$ cat src/rtl/pkt_sched.sv
// -----------------------------------------------------------------------------
// pkt_sched -- capture scheduler between the descriptor source and wr_ctrl.
//
// Accepts one packet descriptor at a time. At accept it applies these checks:
//   - capture enable
//   - packet limit (cap_done)
//   - empty or negative span
//   - snap-length truncation
// It latches the descriptor and the live timestamp, fires a one-cycle start
// pulse to wr_ctrl and holds the latched values until wr_ctrl_rdy. A watchdog
// guards each transfer. A fixed idle gap follows every completion so that
// wr_ctrl can return from DONE to IDLE.
//
// Parameters
//   GAP_CYCLES  idle cycles after each completion (>= 2)
//   TO_W        width of the watchdog counter and cfg_timeout
//
// Ports
//   clk, reset                 clock, synchronous active-low reset
//   desc_valid/desc_ready      descriptor handshake
//   desc_begin/desc_end        packet span (end exclusive)
//   seconds/nanoseconds        live timestamp
//   cfg_*                      enable, packet limit, snap length,
//                              watchdog limit, clear pulse
//   wr_ctrl, wr_ctrl_rdy       start pulse / completion pulse
//   pkt_begin/pkt_end, ts_*    values held for wr_ctrl
//   busy, pkt_done             status
//   cap_done, err_timeout      sticky flags
//   pkt_count, drop_count      statistics
//
// All outputs are registered.
// -----------------------------------------------------------------------------
module pkt_sched #(
  parameter int GAP_CYCLES = 2,
  parameter int TO_W       = 16
) (
  input  logic            clk,
  input  logic            reset,
  input  logic            desc_valid,
  output logic            desc_ready,
  input  logic [31:0]     desc_begin,
  input  logic [31:0]     desc_end,
  input  logic [31:0]     seconds,
  input  logic [31:0]     nanoseconds,
  input  logic            cfg_enable,
  input  logic [31:0]     cfg_max_pkts,
  input  logic [31:0]     cfg_snaplen,
  input  logic [TO_W-1:0] cfg_timeout,
  input  logic            cfg_clear,
  output logic            wr_ctrl,
  output logic [31:0]     pkt_begin,
  output logic [31:0]     pkt_end,
  output logic [31:0]     ts_seconds,
  output logic [31:0]     ts_nanoseconds,
  input  logic            wr_ctrl_rdy,
  output logic            busy,
  output logic            pkt_done,
  output logic            cap_done,
  output logic            err_timeout,
  output logic [31:0]     pkt_count,
  output logic [31:0]     drop_count
);

  localparam int              GAP_W    = $clog2(GAP_CYCLES + 1);
  localparam logic [GAP_W-1:0] GAP_ONE  = GAP_W'(1);
  localparam logic [GAP_W-1:0] GAP_LAST = GAP_W'(GAP_CYCLES - 1);
  localparam logic [TO_W-1:0]  WD_ONE   = TO_W'(1);

  typedef enum logic [2:0] {
    ST_IDLE  = 3'd0,
    ST_START = 3'd1,
    ST_BUSY  = 3'd2,
    ST_GAP   = 3'd3,
    ST_ERR   = 3'd4
  } state_t;

  state_t            state_r;
  state_t            state_nxt_s;

  logic              desc_ready_r;
  logic              wr_ctrl_r;
  logic              busy_r;
  logic              pkt_done_r;
  logic              cap_done_r;
  logic              err_timeout_r;
  logic [31:0]       pkt_count_r;
  logic [31:0]       drop_count_r;
  logic [31:0]       pkt_begin_r;
  logic [31:0]       pkt_end_r;
  logic [31:0]       ts_seconds_r;
  logic [31:0]       ts_nanoseconds_r;
  logic [TO_W-1:0]   wd_r;
  logic [GAP_W-1:0]  gap_cnt_r;

  logic              desc_ready_s;
  logic              wr_ctrl_s;
  logic              busy_s;

  logic              accept_s;
  logic              drop_s;
  logic              take_s;
  logic              done_s;
  logic              timeout_s;
  logic              gap_last_s;
  logic [31:0]       len_s;
  logic [31:0]       snap_end_s;
  logic [31:0]       pkt_inc_s;
  logic              limit_hit_s;

  assign desc_ready     = desc_ready_r;
  assign wr_ctrl        = wr_ctrl_r;
  assign busy           = busy_r;
  assign pkt_done       = pkt_done_r;
  assign cap_done       = cap_done_r;
  assign err_timeout    = err_timeout_r;
  assign pkt_count      = pkt_count_r;
  assign drop_count     = drop_count_r;
  assign pkt_begin      = pkt_begin_r;
  assign pkt_end        = pkt_end_r;
  assign ts_seconds     = ts_seconds_r;
  assign ts_nanoseconds = ts_nanoseconds_r;

  // Handshake and event decode shared by the FSM and the statistics.
  // desc_ready_r is only high in IDLE, and never in the reset cycle,
  // so it doubles as the IDLE qualifier for an accept.
  always_comb begin
    accept_s    = desc_valid & desc_ready_r;
    drop_s      = accept_s & (~cfg_enable | cap_done_r | (desc_end <= desc_begin));
    take_s      = accept_s & ~drop_s;
    done_s      = (state_r == ST_BUSY) & wr_ctrl_rdy;
    // A completion in the same cycle takes priority over the watchdog.
    timeout_s   = (state_r == ST_BUSY) & ~wr_ctrl_rdy &
                  (cfg_timeout != '0) & (wd_r == cfg_timeout);
    gap_last_s  = (gap_cnt_r == GAP_LAST);
    pkt_inc_s   = pkt_count_r + 32'd1;
    limit_hit_s = (cfg_max_pkts != 32'd0) & (pkt_inc_s == cfg_max_pkts);
  end

  // Snap-length truncation of the accepted span.
  always_comb begin
    len_s = desc_end - desc_begin;
    if ((cfg_snaplen == 32'd0) || (len_s <= cfg_snaplen)) begin
      snap_end_s = desc_end;
    end else begin
      snap_end_s = desc_begin + cfg_snaplen;
    end
  end

  // FSM state register.
  always_ff @(posedge clk) begin
    if (!reset) begin
      state_r <= ST_IDLE;
    end else begin
      state_r <= state_nxt_s;
    end
  end

  // FSM next-state logic.
  always_comb begin
    state_nxt_s = state_r;
    case (state_r)
      ST_IDLE: begin
        if (take_s) begin
          state_nxt_s = ST_START;
        end else begin
          state_nxt_s = ST_IDLE;
        end
      end
      ST_START: begin
        state_nxt_s = ST_BUSY;
      end
      ST_BUSY: begin
        if (done_s) begin
          state_nxt_s = ST_GAP;
        end else if (timeout_s) begin
          state_nxt_s = ST_ERR;
        end else begin
          state_nxt_s = ST_BUSY;
        end
      end
      ST_GAP: begin
        if (gap_last_s) begin
          state_nxt_s = ST_IDLE;
        end else begin
          state_nxt_s = ST_GAP;
        end
      end
      ST_ERR: begin
        if (cfg_clear) begin
          state_nxt_s = ST_IDLE;
        end else begin
          state_nxt_s = ST_ERR;
        end
      end
      default: begin
        state_nxt_s = ST_IDLE;
      end
    endcase
  end

  // FSM outputs, decoded from the next state so they can be registered
  // and still line up with the state they belong to.
  always_comb begin
    desc_ready_s = 1'b0;
    wr_ctrl_s    = 1'b0;
    busy_s       = 1'b0;
    case (state_nxt_s)
      ST_IDLE: begin
        desc_ready_s = 1'b1;
      end
      ST_START: begin
        wr_ctrl_s = 1'b1;
        busy_s    = 1'b1;
      end
      ST_BUSY: begin
        busy_s = 1'b1;
      end
      ST_GAP: begin
        desc_ready_s = 1'b0;
      end
      ST_ERR: begin
        desc_ready_s = 1'b0;
      end
      default: begin
        desc_ready_s = 1'b0;
      end
    endcase
  end

  // Output registers for the FSM-derived strobes.
  always_ff @(posedge clk) begin
    if (!reset) begin
      desc_ready_r <= 1'b0;
      wr_ctrl_r    <= 1'b0;
      busy_r       <= 1'b0;
      pkt_done_r   <= 1'b0;
    end else begin
      desc_ready_r <= desc_ready_s;
      wr_ctrl_r    <= wr_ctrl_s;
      busy_r       <= busy_s;
      pkt_done_r   <= done_s;
    end
  end

  // Descriptor and timestamp latch; only a non-dropped accept updates them.
  always_ff @(posedge clk) begin
    if (!reset) begin
      pkt_begin_r      <= 32'd0;
      pkt_end_r        <= 32'd0;
      ts_seconds_r     <= 32'd0;
      ts_nanoseconds_r <= 32'd0;
    end else if (take_s) begin
      pkt_begin_r      <= desc_begin;
      pkt_end_r        <= snap_end_s;
      ts_seconds_r     <= seconds;
      ts_nanoseconds_r <= nanoseconds;
    end else begin
      pkt_begin_r      <= pkt_begin_r;
      pkt_end_r        <= pkt_end_r;
      ts_seconds_r     <= ts_seconds_r;
      ts_nanoseconds_r <= ts_nanoseconds_r;
    end
  end

  // Watchdog: zero outside BUSY, so it reads 0 on the first BUSY cycle.
  always_ff @(posedge clk) begin
    if (!reset) begin
      wd_r <= '0;
    end else if (state_r == ST_BUSY) begin
      wd_r <= wd_r + WD_ONE;
    end else begin
      wd_r <= '0;
    end
  end

  // Gap counter: counts the GAP cycles already spent.
  always_ff @(posedge clk) begin
    if (!reset) begin
      gap_cnt_r <= '0;
    end else if (state_r == ST_GAP) begin
      gap_cnt_r <= gap_cnt_r + GAP_ONE;
    end else begin
      gap_cnt_r <= '0;
    end
  end

  // Statistics and sticky flags. A clear in the same cycle as an event
  // wins, so that event is not counted.
  always_ff @(posedge clk) begin
    if (!reset) begin
      pkt_count_r   <= 32'd0;
      drop_count_r  <= 32'd0;
      cap_done_r    <= 1'b0;
      err_timeout_r <= 1'b0;
    end else if (cfg_clear) begin
      pkt_count_r   <= 32'd0;
      drop_count_r  <= 32'd0;
      cap_done_r    <= 1'b0;
      err_timeout_r <= 1'b0;
    end else begin
      if (done_s) begin
        pkt_count_r <= pkt_inc_s;
      end else begin
        pkt_count_r <= pkt_count_r;
      end
      if (drop_s) begin
        drop_count_r <= drop_count_r + 32'd1;
      end else begin
        drop_count_r <= drop_count_r;
      end
      if (done_s && limit_hit_s) begin
        cap_done_r <= 1'b1;
      end else begin
        cap_done_r <= cap_done_r;
      end
      if (timeout_s) begin
        err_timeout_r <= 1'b1;
      end else begin
        err_timeout_r <= err_timeout_r;
      end
    end
  end

endmodule

$ cat config.mk
export PLATFORM = sky130hd
export DESIGN_NAME = pkt_sched
export DESIGN_NICKNAME = d
export VERILOG_FILES = /design/src/rtl/pkt_sched.sv
export SDC_FILE = /design/constraint.sdc
export NUM_CORES = 1
export LEC_CHECK = 0
export BUFFER_PORTS_ARGS = -buffer_cell sky130_fd_sc_hd__buf_2
export CORE_ASPECT_RATIO = 0.5
export CORE_MARGIN = 2
export CORE_UTILIZATION = 48
export DETAILED_ROUTE_END_ITERATION = 12
export PLACE_DENSITY = 0.78
export SLEW_MARGIN = 20
export SYNTH_ARGS = -nofsm -noshare
export SYNTH_HDL_FRONTEND = slang
export SYNTH_SLANG_ARGS = --single-unit
export TNS_END_PERCENT = 5
$ cat constraint.sdc
create_clock -name clk -period 5.5 [get_ports clk]
set_clock_uncertainty 0.15 [all_clocks]
set_input_delay 0.825 -clock clk [delete_from_list [all_inputs] [get_ports clk]]
set_output_delay 0.825 -clock clk [all_outputs]
set_load 0.05 [all_outputs]
==> flow_summary.ini <==
[timing]
rsz0062_at_grt = no
fin_crit_ps = 5130
final-setup-viol-count = 0
tightest_slew_ps = 986
max_slew_margin_pct = 34.3
finalCritPeriodShare_pct = 93.3
whs_ps = 274
max_freq_ghz = 0.195
finalHoldViolCount = 0
drv_slew = 0

[logic_synthesis]
syn_avg_cell_area_sq_um = 7.79
synth_ff_type = dfxtp_1
syn_inst = 1761
synth-compound-area-share_pct = 17.2
synth_fa_ha_area_share_pct = 9.32
synthXorXnorAreaFrac_pct = 11.7
yosysWarnings = 0
netlist.top_cell.by_area = dfxtp_1
synth_top_family_by_area = simple AND/OR/NAND/NOR gates
syn_area_sq_um = 13700
ys_types = 66
netlist.area_leader.share_pct = 32.0
synth.area.top_cells = dfxtp_1 32%, ha_1 9.0%, nand2_1 7.5%
synth_edf_count = 0
synthSimpleGateAreaFrac_pct = 23.0
ys_seq_area_share_pct = 32.0
synth_async_sr_flop_share_pct = 0
syn-num-nets = 2076
muxShareOfSynthArea_pct = 1.99
synth-seq-cells = 219

[floorplan]
die_area_sq_um = 30000
fp-row-count = 43
die_width_um = 243
io_pins = 412
start_util_pct = 49.1
die_h_um = 124
core-area_sq_um = 27900

[finish]
multi_input_area_sq_um = 8690
nFillCells = 2555
syn_to_final_growth_pct = 25.0
seq_area_sq_um = 4380
final_common_cell = buf_2
layout-drive-gt1-share_pct = 24.1
nets = 2494
final_design_area_no_fill_sq_um = 17100
fin_cells = 2579
final_cell_mix = 411 x buf_2, 273 x nand2_1, 219 x dfxtp_1

[run]
drv_cap = 0

[global_route]
use_met2_pct = 47.1
grt_pass1_wl_um = 68600
busiest_layer = met2
grt_max_degree = 84
overflow = 0
use_met1_pct = 37.8
grt_pass1_vias = 13000
use_met3_pct = 3.76
antenna_found_initial = 4
grt_use_total_pct = 28.1

[worst_setup_path]
cp-end-kind = register
cp-start-kind = primary input
r2r-end = cap_done
path_max_fanout = 12
endpoint = pkt_end[26]
path_class = primary input to register
worstPathRequired_ps = 5760
cp.arrival_ps = 5390
r2r_start = pkt_count[0]
r2r_cells = 11
cp-startpoint = desc_begin[1]
r2r_slack_ps = 2250

[clocking]
cts_buffers = 21
ctsLongestPathBuffers = 3
clock-root-buffer = clkbuf_16
clock_latency_ps = 520
clk_pin_slew_ps = 70
h-tree-depth = 1
cts_tree = yes
cts_hold_buf = 0
cts_num_sinks = 219

[power_and_ir_drop]
p_leak_nw = 7.83
p_per_area_nw_per_um2 = 246
peakVddDrop_mv = 0.270
totalPowerFinal_mw = 4.22

[placement]
io_buffers = 411
gp_congestion = 0.998
place_area_sq_um = 16400
dp.final_hpwl_um = 34200
dpl.cell_count = 2538

[routing]
ant_nets = 0
wl_um = 44000
via_count = 14100
vias_per_cell = 5.46
drc_errors = 0
drtIter0Drc = 986
wl_per_cell_um = 17.1
firstDrtPassIters = 5

[min_path]
hp-class = register to register

[status]
status = complete, no violations
registers in the layout, indices dropped and copies added, names as in the netlist:
name,flops
ts_nanoseconds,32
desc_ready,1
cap_done,1
wd_r,16
pkt_done,1
pkt_end,32
drop_count,32
state_r,3
wr_ctrl,1
gap_cnt_r,2
ts_seconds,32
pkt_begin,32
pkt_count,32
busy,1
err_timeout,1
through the flow:
| step | setup TNS, ps | setup slack, ps | util, % |
|---|---|---|---|
| 2_1_floorplan | 0 | 102 | - |
| 3_3_place_gp | -3230 | -200 | 58.8 |
| 3_5_place_dp | -6720 | -303 | 58.8 |
| 4_1_cts | 0 | 232 | 61.3 |
| 5_1_grt | 0 | 64.2 | 61.4 |
| 6_report | 0 | 371 | 61.4 |
area by class of cell:
class                           instances  share of cell area [%]
Clock buffer                           27                    3.31
Sequential cell                       219                    25.6
Inverter                               91                    2.01
Multi-Input combinational cell       1375                    50.7
Clock inverter                         10                   0.701
Tap cell                              382                    2.79
Antenna cell                            4                  0.0584
Timing Repair Buffer                  471                    14.8
worst min-delay path by stage:
stage	start	end	slack [ps]	cells past startpoint
floorplan	gap_cnt_r[0]	gap_cnt_r[0]	250	1
global placement	gap_cnt_r[0]	gap_cnt_r[0]	260	1
detailed placement	gap_cnt_r[0]	gap_cnt_r[0]	270	1
CTS	gap_cnt_r[0]	gap_cnt_r[0]	280	1
global route	gap_cnt_r[0]	gap_cnt_r[0]	290	1
finish	gap_cnt_r[0]	gap_cnt_r[0]	270	1
worst max-delay path: stages:
cell and delay (ps):
buf_2 90, inv_1 50, ha_1 290, nor2b_1 150, o31a_1 250, o21ai_1 180, nand3_1 110, a31oi_2 270
o21ai_0 200, a41o_1 320, a21oi_1 210, buf_4 150, o21bai_1 80, xor2_1 150, ha_1 300, nand4_1 110
nor2_1 120, a211oi_1 50, o21ai_1 240, a2111oi_2 70, buf_4 150, a21oi_4 340, buf_12 200, mux2i_1 180
o21ai_0 80, o211a_1 170
cell families after synthesis:
kind of cell / Yosys count
DFF: 219
adders and majority gates: 101
and+or+nand+nor: 669
AOI/OAI and AO/OA: 395
buffers and inverters: 167
xor gates and xnor gates: 183
muxes: 27
where the power goes:
part           leakage, nW  switching [mW]  total, mW  internal (mW)
Combinational         5.73           0.638       1.09          0.454
Sequential            1.77          0.0152       1.63           1.61
Clock                0.332           0.666       1.50          0.833
Total                 7.83            1.32       4.22           2.90
synth_stat cells (3+ instances only):
master / instances
o21a_1: 5
o31ai_1: 3
and4_1: 13
o21ai_0: 66
or3_1: 12
buf_2: 20
a21o_1: 43
inv_1: 89
dfxtp_1: 219
nor2b_1: 13
o211ai_1: 5
nand2_1: 273
nand3_1: 54
nand2b_1: 9
and2_1: 9
xor2_1: 96
o22ai_1: 3
or2_2: 5
xnor2_1: 87
a21oi_1: 195
clkbuf_1: 53
mux2i_1: 25
a31oi_1: 12
o21bai_1: 11
and3_1: 23
ha_1: 99
nor2_1: 138
a41oi_1: 3
a211oi_1: 19
nor4_1: 28
nor3_1: 26
nand4_1: 47
nand3b_1: 6
repair_timing:
item,CTS,global route
buffers inserted,0,0
setup endpoints to repair,0,31
resized for setup,0,5
per-layer routing:
metal / vias to the layer above / wire, um
met1: 6622 / 20000
met4: 0 / 1290
li1: 6954 / -
met5: - / 0
met2: 408 / 20500
met3: 87 / 2240
No activity file was read; power rests on OpenSTA's default activity.
